File: src/rtl/e3_pkg.sv
// Shared Excess-3 constants, FSM state type and digit-validity helper.
package e3_pkg;

  localparam int unsigned DIG_W = 4;

  // Excess-3 offset; also the code of decimal zero.
  localparam logic [DIG_W-1:0] E3_OFFSET = 4'd3;
  // Legal Excess-3 code range (decimal 0..9).
  localparam logic [DIG_W-1:0] E3_MIN = 4'b0011;
  localparam logic [DIG_W-1:0] E3_MAX = 4'b1100;

  typedef enum logic [1:0] {
    IDLE = 2'd0,
    MUL  = 2'd1,
    FIN  = 2'd2,
    DONE = 2'd3
  } state_e;

  // True when the 4-bit code is a legal Excess-3 digit.
  function automatic logic e3_valid(input logic [DIG_W-1:0] d);
    return (d >= E3_MIN) && (d <= E3_MAX);
  endfunction

endpackage

File: src/rtl/e3_mult.sv
// Combinational single-digit multiplier on decoded (0..9) digits.
module e3_mult (
  input  logic [3:0] dig_a,
  input  logic [3:0] dig_b,
  output logic [6:0] prod_c
);

  // Product of two decimal digits, at most 81.
  always_comb begin
    prod_c = 7'(dig_a) * 7'(dig_b);
  end

endmodule

File: src/rtl/e3_mul_seq.sv
// Sequential Excess-3 multiplier: NDIG-digit operand times one digit, LSD first.
module e3_mul_seq
  import e3_pkg::*;
#(
  parameter int unsigned NDIG = 4
) (
  input  logic                  clk,
  input  logic                  rst_n,
  input  logic                  start,
  input  logic [4*NDIG-1:0]     a,
  input  logic [3:0]            b,
  output logic                  busy,
  output logic                  done,
  output logic [4*(NDIG+1)-1:0] result,
  output logic                  err
);

  localparam int unsigned IW    = (NDIG > 1) ? $clog2(NDIG) : 1;
  localparam int unsigned RES_W = 4 * (NDIG + 1);

  state_e             state_q, state_d;
  logic [4*NDIG-1:0]  a_q, a_d;
  logic [3:0]         b_q, b_d;
  logic [IW-1:0]      idx_q, idx_d;
  logic [3:0]         carry_q, carry_d;
  logic               busy_q, busy_d;
  logic               done_q, done_d;
  logic               err_q, err_d;
  logic [RES_W-1:0]   result_q, result_d;

  logic               in_ok;
  logic [3:0]         dig_dec;
  logic [3:0]         b_dec;
  logic [6:0]         prod;
  logic [6:0]         p_sum;

  // All incoming digits must be legal Excess-3 codes.
  always_comb begin
    in_ok = e3_valid(b);
    for (int i = 0; i < int'(NDIG); i++) begin
      if (!e3_valid(a[4*i +: 4])) in_ok = 1'b0;
    end
  end

  // Decode the current digit and latched multiplier for the shared digit multiplier.
  always_comb begin
    dig_dec = a_q[4*int'(idx_q) +: 4] - E3_OFFSET;
    b_dec   = b_q - E3_OFFSET;
  end

  e3_mult u_mult (
    .dig_a  (dig_dec),
    .dig_b  (b_dec),
    .prod_c (prod)
  );

  // Partial product plus incoming carry, never above 89.
  always_comb begin
    p_sum = prod + 7'(carry_q);
  end

  // Next-state and output logic.
  always_comb begin
    state_d  = state_q;
    a_d      = a_q;
    b_d      = b_q;
    idx_d    = idx_q;
    carry_d  = carry_q;
    busy_d   = busy_q;
    done_d   = 1'b0;
    err_d    = err_q;
    result_d = result_q;
    case (state_q)
      IDLE: begin
        if (start) begin
          a_d     = a;
          b_d     = b;
          busy_d  = 1'b1;
          carry_d = 4'd0;
          idx_d   = '0;
          state_d = in_ok ? MUL : DONE;
        end
      end
      MUL: begin
        result_d[4*int'(idx_q) +: 4] = 4'(p_sum % 7'd10) + E3_OFFSET;
        carry_d = 4'(p_sum / 7'd10);
        idx_d   = IW'(idx_q + 1'b1);
        if (idx_q == IW'(NDIG - 1)) state_d = FIN;
      end
      FIN: begin
        result_d[4*NDIG +: 4] = carry_q + E3_OFFSET;
        done_d  = 1'b1;
        busy_d  = 1'b0;
        err_d   = 1'b0;
        state_d = IDLE;
      end
      DONE: begin
        result_d = {(NDIG+1){E3_OFFSET}};
        done_d   = 1'b1;
        busy_d   = 1'b0;
        err_d    = 1'b1;
        state_d  = IDLE;
      end
      default: state_d = IDLE;
    endcase
  end

  // State and output registers.
  always_ff @(posedge clk or negedge rst_n) begin
    if (!rst_n) begin
      state_q  <= IDLE;
      a_q      <= {NDIG{E3_OFFSET}};
      b_q      <= E3_OFFSET;
      idx_q    <= '0;
      carry_q  <= 4'd0;
      busy_q   <= 1'b0;
      done_q   <= 1'b0;
      err_q    <= 1'b0;
      result_q <= {(NDIG+1){E3_OFFSET}};
    end else begin
      state_q  <= state_d;
      a_q      <= a_d;
      b_q      <= b_d;
      idx_q    <= idx_d;
      carry_q  <= carry_d;
      busy_q   <= busy_d;
      done_q   <= done_d;
      err_q    <= err_d;
      result_q <= result_d;
    end
  end

  assign busy   = busy_q;
  assign done   = done_q;
  assign err    = err_q;
  assign result = result_q;

endmodule

File: config.mk
export PLATFORM = sky130hd
export DESIGN_NAME = e3_mul_seq
export DESIGN_NICKNAME = d
export VERILOG_FILES = /design/src/rtl/e3_pkg.sv /design/src/rtl/e3_mult.sv /design/src/rtl/e3_mul_seq.sv
export SDC_FILE = /design/constraint.sdc
export NUM_CORES = 1
export LEC_CHECK = 0
export ABC_AREA = 0
export CAP_MARGIN = 10
export CORE_UTILIZATION = 51
export DETAILED_ROUTE_END_ITERATION = 6
export GPL_TIMING_DRIVEN = 0
export HOLD_SLACK_MARGIN = 0.12
export PLACE_DENSITY = 0.77
export SLEW_MARGIN = 10
export SYNTH_ARGS = -nofsm -noshare
export SYNTH_HDL_FRONTEND = slang
export SYNTH_SLANG_ARGS = --single-unit
File: constraint.sdc
create_clock -name clk -period 6 [get_ports clk]
set_input_delay 0.9 -clock clk [delete_from_list [all_inputs] [get_ports clk]]
set_output_delay 0.9 -clock clk [all_outputs]
set_load 0.005 [all_outputs]
==> flow_metrics.py, run 1 <==
metrics = {
    "run_status": {
        "status": "complete, but fails checks",
        "violations": "setup timing",
    },
    "sta": {
        "slew_viol_final": 0,
        "hold_viol": 0,
        "clock_skew_ns": 0.00916,
        "rsz0062_at_grt": "yes",
        "finalSetupViolCount": 13,
        "final.setup.worst_slack_ns": -0.152,
        "slew_headroom_pct": 57.9,
        "period_share_pct": 103,
        "hold_slack_ns": 0.467,
        "period_needed_ns": 6.15,
        "fmax_mhz": 163,
        "worst_pin_slew_ns": 0.628,
    },
    "clock_tree": {
        "cts.sinks": 51,
        "insertion_delay_ns": 0.31,
        "cts_tree": "built",
        "cts_buffers": 5,
        "ctsHoldBuffers": 0,
        "clockRootBuffer": "clkbuf_8",
        "clkTransAtPathRegs_ns": 0.10,
        "clock_path_buffers": 2,
        "htreeDepth": 2,
    },
    "yosys": {
        "synth_edf_count": 0,
        "yosysWarningCount": 0,
        "synth_area_per_cell_sq_um": 8.69,
        "synthArstFlopShare_pct": 100,
        "syn_area_sq_um": 3650,
        "ys.flop_type": "dfrtp_1",
        "synth_nets": 473,
        "synth_seq_area_share_pct": 35.7,
        "synthCells": 420,
        "ys_types": 53,
        "ys_ff_latch": 51,
    },
    "final_layout": {
        "stdcell_area_sq_um": 4760,
        "multiInputGateArea_sq_um": 2370,
        "diodes": 0,
        "fillers": 562,
        "ff_latch_area_sq_um": 1300,
        "nets": 550,
        "fin_cells": 594,
        "layout-drive-gt1-share_pct": 20.5,
        "area_delta_synth_final_pct": 30.4,
    },
    "global_route": {
        "grt_max_degree": 31,
        "overflow": 0,
        "grt_usage_pct": 25.0,
        "antenna_found_initial": 0,
        "grt_pass1_wl_um": 14800,
        "first_global_vias": 3210,
    },
    "floorplanning": {
        "pin_count": 46,
        "fp.dieH_um": 86.6,
        "initial_core_util_pct": 53.1,
        "die_area_sq_um": 7500,
        "fp.dieW_um": 86.6,
        "row_count": 30,
        "core_area_sq_um": 6870,
    },
    "routing": {
        "first_pass_iters": 4,
        "via_per_inst": 5.56,
        "vias": 3300,
        "drc": 0,
        "first_iter_violations": 121,
        "drt-total-wl_um": 8780,
        "wl_per_cell_um": 14.8,
        "antenna_left": 0,
    },
    "job": {
        "cap_violations": 0,
    },
    "setup_path": {
        "startpoint": "idx_q[0]$_DFFE_PN0P_",
        "cp_max_fo": 6,
        "r2r_start": "idx_q[0]$_DFFE_PN0P_",
        "required_ns": 6.21,
        "r2r.worst_path.cells": 26,
        "path_class": "reg -> reg",
        "cp.arrival_ns": 6.36,
        "start_kind": "register",
        "critPathCaptureType": "register",
    },
    "placement": {
        "dp_cells": 562,
        "dp_hpwl_um": 6360,
        "place.port_buffers": 45,
        "placed_area_sq_um": 4350,
        "gp_congestion": 0.858,
    },
    "hold_path": {
        "hp-class": "reg -> reg",
        "min_from": "a_q[1]$_DFFE_PN1P_",
        "hold_depth": 2,
    },
}
[final timing paths]
check	end	slack [ns]
setup / recovery	result[6]$_DFFE_PN0P_	-0.15
hold / removal	a_q[1]$_DFFE_PN1P_	0.47
setup reg to reg	result[6]$_DFFE_PN0P_	-0.15
hold reg to reg	a_q[1]$_DFFE_PN1P_	0.47
max in group asynchronous	b_q[0]$_DFFE_PN1P_	4.83
min in group asynchronous	result[14]$_DFFE_PN0P_	0.55
[per-layer routing]
metal  GRT usage (%)  up-vias  part of all wire (%)
met5               0        -                     0
met4            6.06        0                  0.91
met3            2.76        7                   3.6
met2            42.7       78                    50
met1            34.4     1608                    46
li1                -     1607                     -
[metrics by stage]
stage | utilization, % | TNS, ns | setup WS, ns
finish | 69.3 | -0.898 | -0.152
global route | 69.3 | -4.69 | -0.363
CTS | 68.1 | -1.02 | -0.132
detailed placement | 63.3 | -7.45 | -0.584
global placement | 63.1 | -5.89 | -0.453
floorplan | - | -0.166 | -0.0671
[what timing repair did]
item / 4_1_cts / 5_1_grt
setup buffers: 19 / 7
setup endpoints to repair: 15 / 15
pin swaps: 21 / 24
gates resized for setup: 17 / 10
[cell usage in the layout, fill, tap and decap left out, types with 3 or more instances in the layout]
cell,netlist,layout
nand2_1,87,87
clkdlybuf4s50_1,0,44
nor2_1,41,39
dfrtp_1,31,30
buf_4,0,25
ha_1,24,21
dfstp_2,20,20
a21oi_1,20,19
inv_1,19,17
clkbuf_1,18,16
o21ai_0,19,13
nand3_1,9,9
nor3_1,8,8
xor2_1,10,7
and3_1,8,7
o31ai_1,7,7
clkbuf_8,0,6
o21a_1,5,5
nand2b_1,5,5
o22a_1,5,5
o21ai_1,0,5
fa_1,6,5
mux4_2,3,4
a211o_1,4,4
xnor2_1,6,4
o211ai_1,3,3
mux2_2,3,3
mux2i_1,4,3
nor4_1,4,3
a311oi_1,4,3
nor2b_1,4,3
or2_2,3,3
a211oi_1,6,3
a31oi_1,3,3
ha_4,0,3
[cell usage after synthesis (7+ instances only)]
master / instances / area, sq um
a21oi_1: 20 / 100
and3_1: 8 / 50.1
clkbuf_1: 18 / 67.6
dfrtp_1: 31 / 776
dfstp_2: 20 / 526
ha_1: 24 / 300
inv_1: 19 / 71.3
nand2_1: 87 / 327
nand3_1: 9 / 45.0
nor2_1: 41 / 154
nor3_1: 8 / 40.0
o21ai_0: 19 / 95.1
o31ai_1: 7 / 52.6
xor2_1: 10 / 87.6
[worst max-delay path: stages, from the launching register on]
cell and delay [ns]:
dfrtp_2 0.43, mux4_2 0.57, ha_4 0.20, xor2_4 0.15
buf_4 0.13, buf_4 0.13, nor2_1 0.14, fa_1 0.44
ha_1 0.31, ha_1 0.30, ha_1 0.29, clkbuf_8 0.14
o21a_1 0.13, a211oi_2 0.08, or3_4 0.40, a211oi_4 0.28
nor2b_4 0.07, buf_8 0.13, xor2_1 0.13, a211o_1 0.30
inv_2 0.09, ha_4 0.13, o21bai_4 0.11, and3_4 0.27
mux2i_4 0.29, o31ai_4 0.14, a32o_1 0.27
[sequential cells by signal (all words and copies together) (netlist names)]
register	flops
carry_q	4
busy	1
err	1
done	1
a_q	16
idx_q	2
result	20
b_q	4
state_q	2
[cells by family (layout without fill, tap and decap cells)]
logic type,after synthesis,count (layout),share of synthesized area (%)
adder cells (fa/ha/maj),30,30,11.5
multiplexers,11,11,4.59
flip-flops,51,51,35.7
XOR/XNOR,17,17,4.29
AO/OA/AOI/OAI,92,92,17.8
buffers and inverters,42,120,4.97
AND/OR/NAND/NOR,177,177,21.2
[cell type report]
type / count / area share [%]
multi-input combinational: 327 / 49.9
tap: 96 / 2.52
timing repair buffer: 72 / 14.1
clock inverter: 3 / 0.920
inverter: 19 / 1.50
clock buffer: 5 / 1.45
buffer: 21 / 2.21
sequential: 51 / 27.4
Power of run 1 is not shown: default switching activity piles up to over one toggle a cycle in this logic, so the estimate is an artifact.
==> run 2: changes to the inputs <==
ABC_AREA = not set   (was 0)
CORE_UTILIZATION = 52   (was 51)
PLACE_DENSITY = 0.89   (was 0.77)
SYNTH_HIERARCHICAL = 1   (was not set)
==> flow_metrics.py, run 2 <==
metrics = {
    "sta": {
        "worst_pin_slew_ns": 0.745,
        "finalSetupViolCount": 16,
        "final.setup.worst_slack_ns": -1.02,
        "hold_viol": 0,
        "period_needed_ns": 7.02,
        "clock_skew_ns": 0.0124,
        "rsz0062_at_grt": "yes",
        "tns_ns": -13.39,
        "fmax_mhz": 142,
        "period_share_pct": 117,
        "slew_viol_final": 0,
        "slew_headroom_pct": 50.0,
    },
    "setup_path": {
        "cp.arrival_ns": 7.24,
        "critPathCaptureType": "register",
        "cp_max_fo": 5,
        "r2r.worst_path.cells": 29,
        "cp_slowest_cell": "mux4_2",
        "path_class": "reg -> reg",
        "crit_cells": 29,
        "crit_family": "adder cells",
        "worst-path-buf-inv": 5,
        "start_kind": "register",
        "required_ns": 6.22,
        "slowest_delay_ns": 0.54,
    },
    "yosys": {
        "yosys-top-cells-area": "dfrtp_1 19%, dfstp_2 13%, ha_1 7.1%",
        "yosys-top-cells-count": "37 x nand2_1, 31 x dfrtp_1, 30 x nor2_1",
        "synthArstFlopShare_pct": 100,
        "synthCells": 434,
        "ys_ff_latch": 51,
        "synth_edf_count": 0,
        "yosysWarningCount": 6,
        "synthMostInstantiatedCell": "nand2_1",
        "synth_area_per_cell_sq_um": 9.35,
        "synth_seq_area_share_pct": 32.1,
        "synth_nets": 485,
        "syn_area_sq_um": 4060,
        "ys_types": 71,
        "synth_top_area_cell": "dfrtp_1",
        "synth_top_area_share_pct": 19.1,
        "ys.flop_type": "dfrtp_1",
    },
    "placement": {
        "dp_hpwl_um": 7590,
        "gp_congestion": 0.915,
        "dp_cells": 579,
        "place.port_buffers": 45,
    },
    "global_route": {
        "grt_busiest_layer": "met2",
        "grt_usage_pct": 27.6,
        "overflow": 0,
        "met2_usage_pct": 52.0,
        "grt_pass1_wl_um": 18500,
        "grt_util_met1_pct": 31.6,
        "first_global_vias": 3812,
        "use_met3_pct": 3.54,
        "grt_max_degree": 34,
        "antenna_found_initial": 0,
    },
    "final_layout": {
        "final_core_util_pct": 70.0,
        "area_delta_synth_final_pct": 27.9,
        "diodes": 0,
        "largest_reg_flops": 20,
        "fillers": 514,
        "final_cell_mix": "44 x clkdlybuf4s50_1, 35 x nand2_1, 30 x dfrtp_1",
        "final_common_cell": "clkdlybuf4s50_1",
        "layout-drive-gt1-share_pct": 26.2,
        "nets": 561,
        "fin_cells": 610,
    },
    "routing": {
        "antenna_left": 0,
        "drt-total-wl_um": 11000,
        "wl_per_cell_um": 18.0,
        "first_iter_violations": 166,
        "first_pass_iters": 5,
        "via_per_inst": 6.32,
        "vias": 3856,
        "drc": 0,
    },
    "floorplanning": {
        "fp.dieW_um": 90.3,
        "fp.dieH_um": 90.3,
        "core_area_sq_um": 7410,
        "initial_core_util_pct": 54.8,
        "row_count": 31,
        "pin_count": 46,
        "die_area_sq_um": 8160,
    },
    "clock_tree": {
        "cts.sinks": 51,
        "clock_path_buffers": 2,
        "cts_tree": "built",
        "ctsHoldBuffers": 0,
        "htreeDepth": 2,
        "clockRootBuffer": "clkbuf_8",
        "cts_buffers": 5,
        "clkTransAtPathRegs_ns": 0.10,
        "insertion_delay_ns": 0.30,
    },
    "hold_path": {
        "hp-class": "reg -> reg",
        "hold_depth": 2,
    },
    "job": {
        "cap_violations": 0,
    },
    "run_status": {
        "status": "complete, but fails checks",
        "violations": "setup timing",
    },
}
[run 2: cell types whose count changed after synthesis, moves of 5 or more]
cell / before / now
a21o_1: 2 / 8
a21oi_1: 20 / 14
o22ai_1: 0 / 5
o31ai_1: 7 / 1
xnor2_1: 6 / 11
mux2_2: 3 / 20
and2_1: 1 / 11
nor2_1: 41 / 30
nand2_1: 87 / 37
a21boi_0: 1 / 6
and3_1: 8 / 3
[run 2: worst paths after layout]
| kind | end | slack (ns) | startpoint |
|---|---|---|---|
| worst max-delay path | result[13]$_DFFE_PN1P_ | -1.02 | idx_q[0]$_DFFE_PN0P_ |
| worst min-delay path | result[17]$_DFFE_PN1P_ | 0.50 | result[17]$_DFFE_PN1P_ |
| worst max register to register | result[13]$_DFFE_PN1P_ | -1.02 | idx_q[0]$_DFFE_PN0P_ |
| worst min register to register | result[17]$_DFFE_PN1P_ | 0.50 | result[17]$_DFFE_PN1P_ |
| max in group asynchronous | b_q[1]$_DFFE_PN1P_ | 4.86 | rst_n |
| min in group asynchronous | result[10]$_DFFE_PN0P_ | 0.53 | rst_n |
[run 2: final cells by class]
type                            instances  area, sq um  share of cell area [%]
Buffer                                 22          119                    2.29
Clock inverter                          1         30.0                   0.579
Multi-Input combinational cell        339         2800                    54.0
Clock buffer                            7         76.3                    1.47
Inverter                               20         75.1                    1.45
Timing Repair Buffer                   71          661                    12.7
Tap cell                               99          124                    2.39
Sequential cell                        51         1300                    25.1
[run 2: timing repair]
| item | in CTS | in global routing |
|---|---|---|
| setup endpoints to repair | 16 | 17 |
| gates resized for setup | 23 | 27 |
| hold endpoints to repair | 0 | 0 |
| buffers inserted | 20 | 5 |
| pin swaps | 24 | 21 |
[run 2: cell families after synthesis]
logic type / after synthesis / share of synthesized area, %
fa+ha+maj: 28 / 9.56
flops: 51 / 32.1
buf+inv: 44 / 4.69
xor+xnor: 19 / 4.29
mux: 24 / 7.77
simple gates: 132 / 16.1
compound gates: 136 / 25.5
[run 2: tightest hold or removal path, stage by stage (launching register included)]
cell and delay (ns):
dfstp_2 0.38, nand2_1 0.05, o21ai_0 0.07
[run 2: metrics by stage]
stage | area (sq um) | hold WS, ns | worst slack (ns)
floorplan | 4120 | 0.467 | -0.802
global placement | 4700 | 0.478 | -1.30
detailed placement | 4710 | 0.489 | -1.48
CTS | 5060 | 0.502 | -0.946
global route | 5190 | 0.526 | -1.31
finish | 5190 | 0.503 | -1.02
[run 2: layer usage]
metal / vias up / share of wire (%)
met5: - / 0
met4: 0 / 2.9
met3: 37 / 4.2
met2: 147 / 54
met1: 1888 / 39
li1: 1784 / -
Power of run 2 is left out for the same reason.
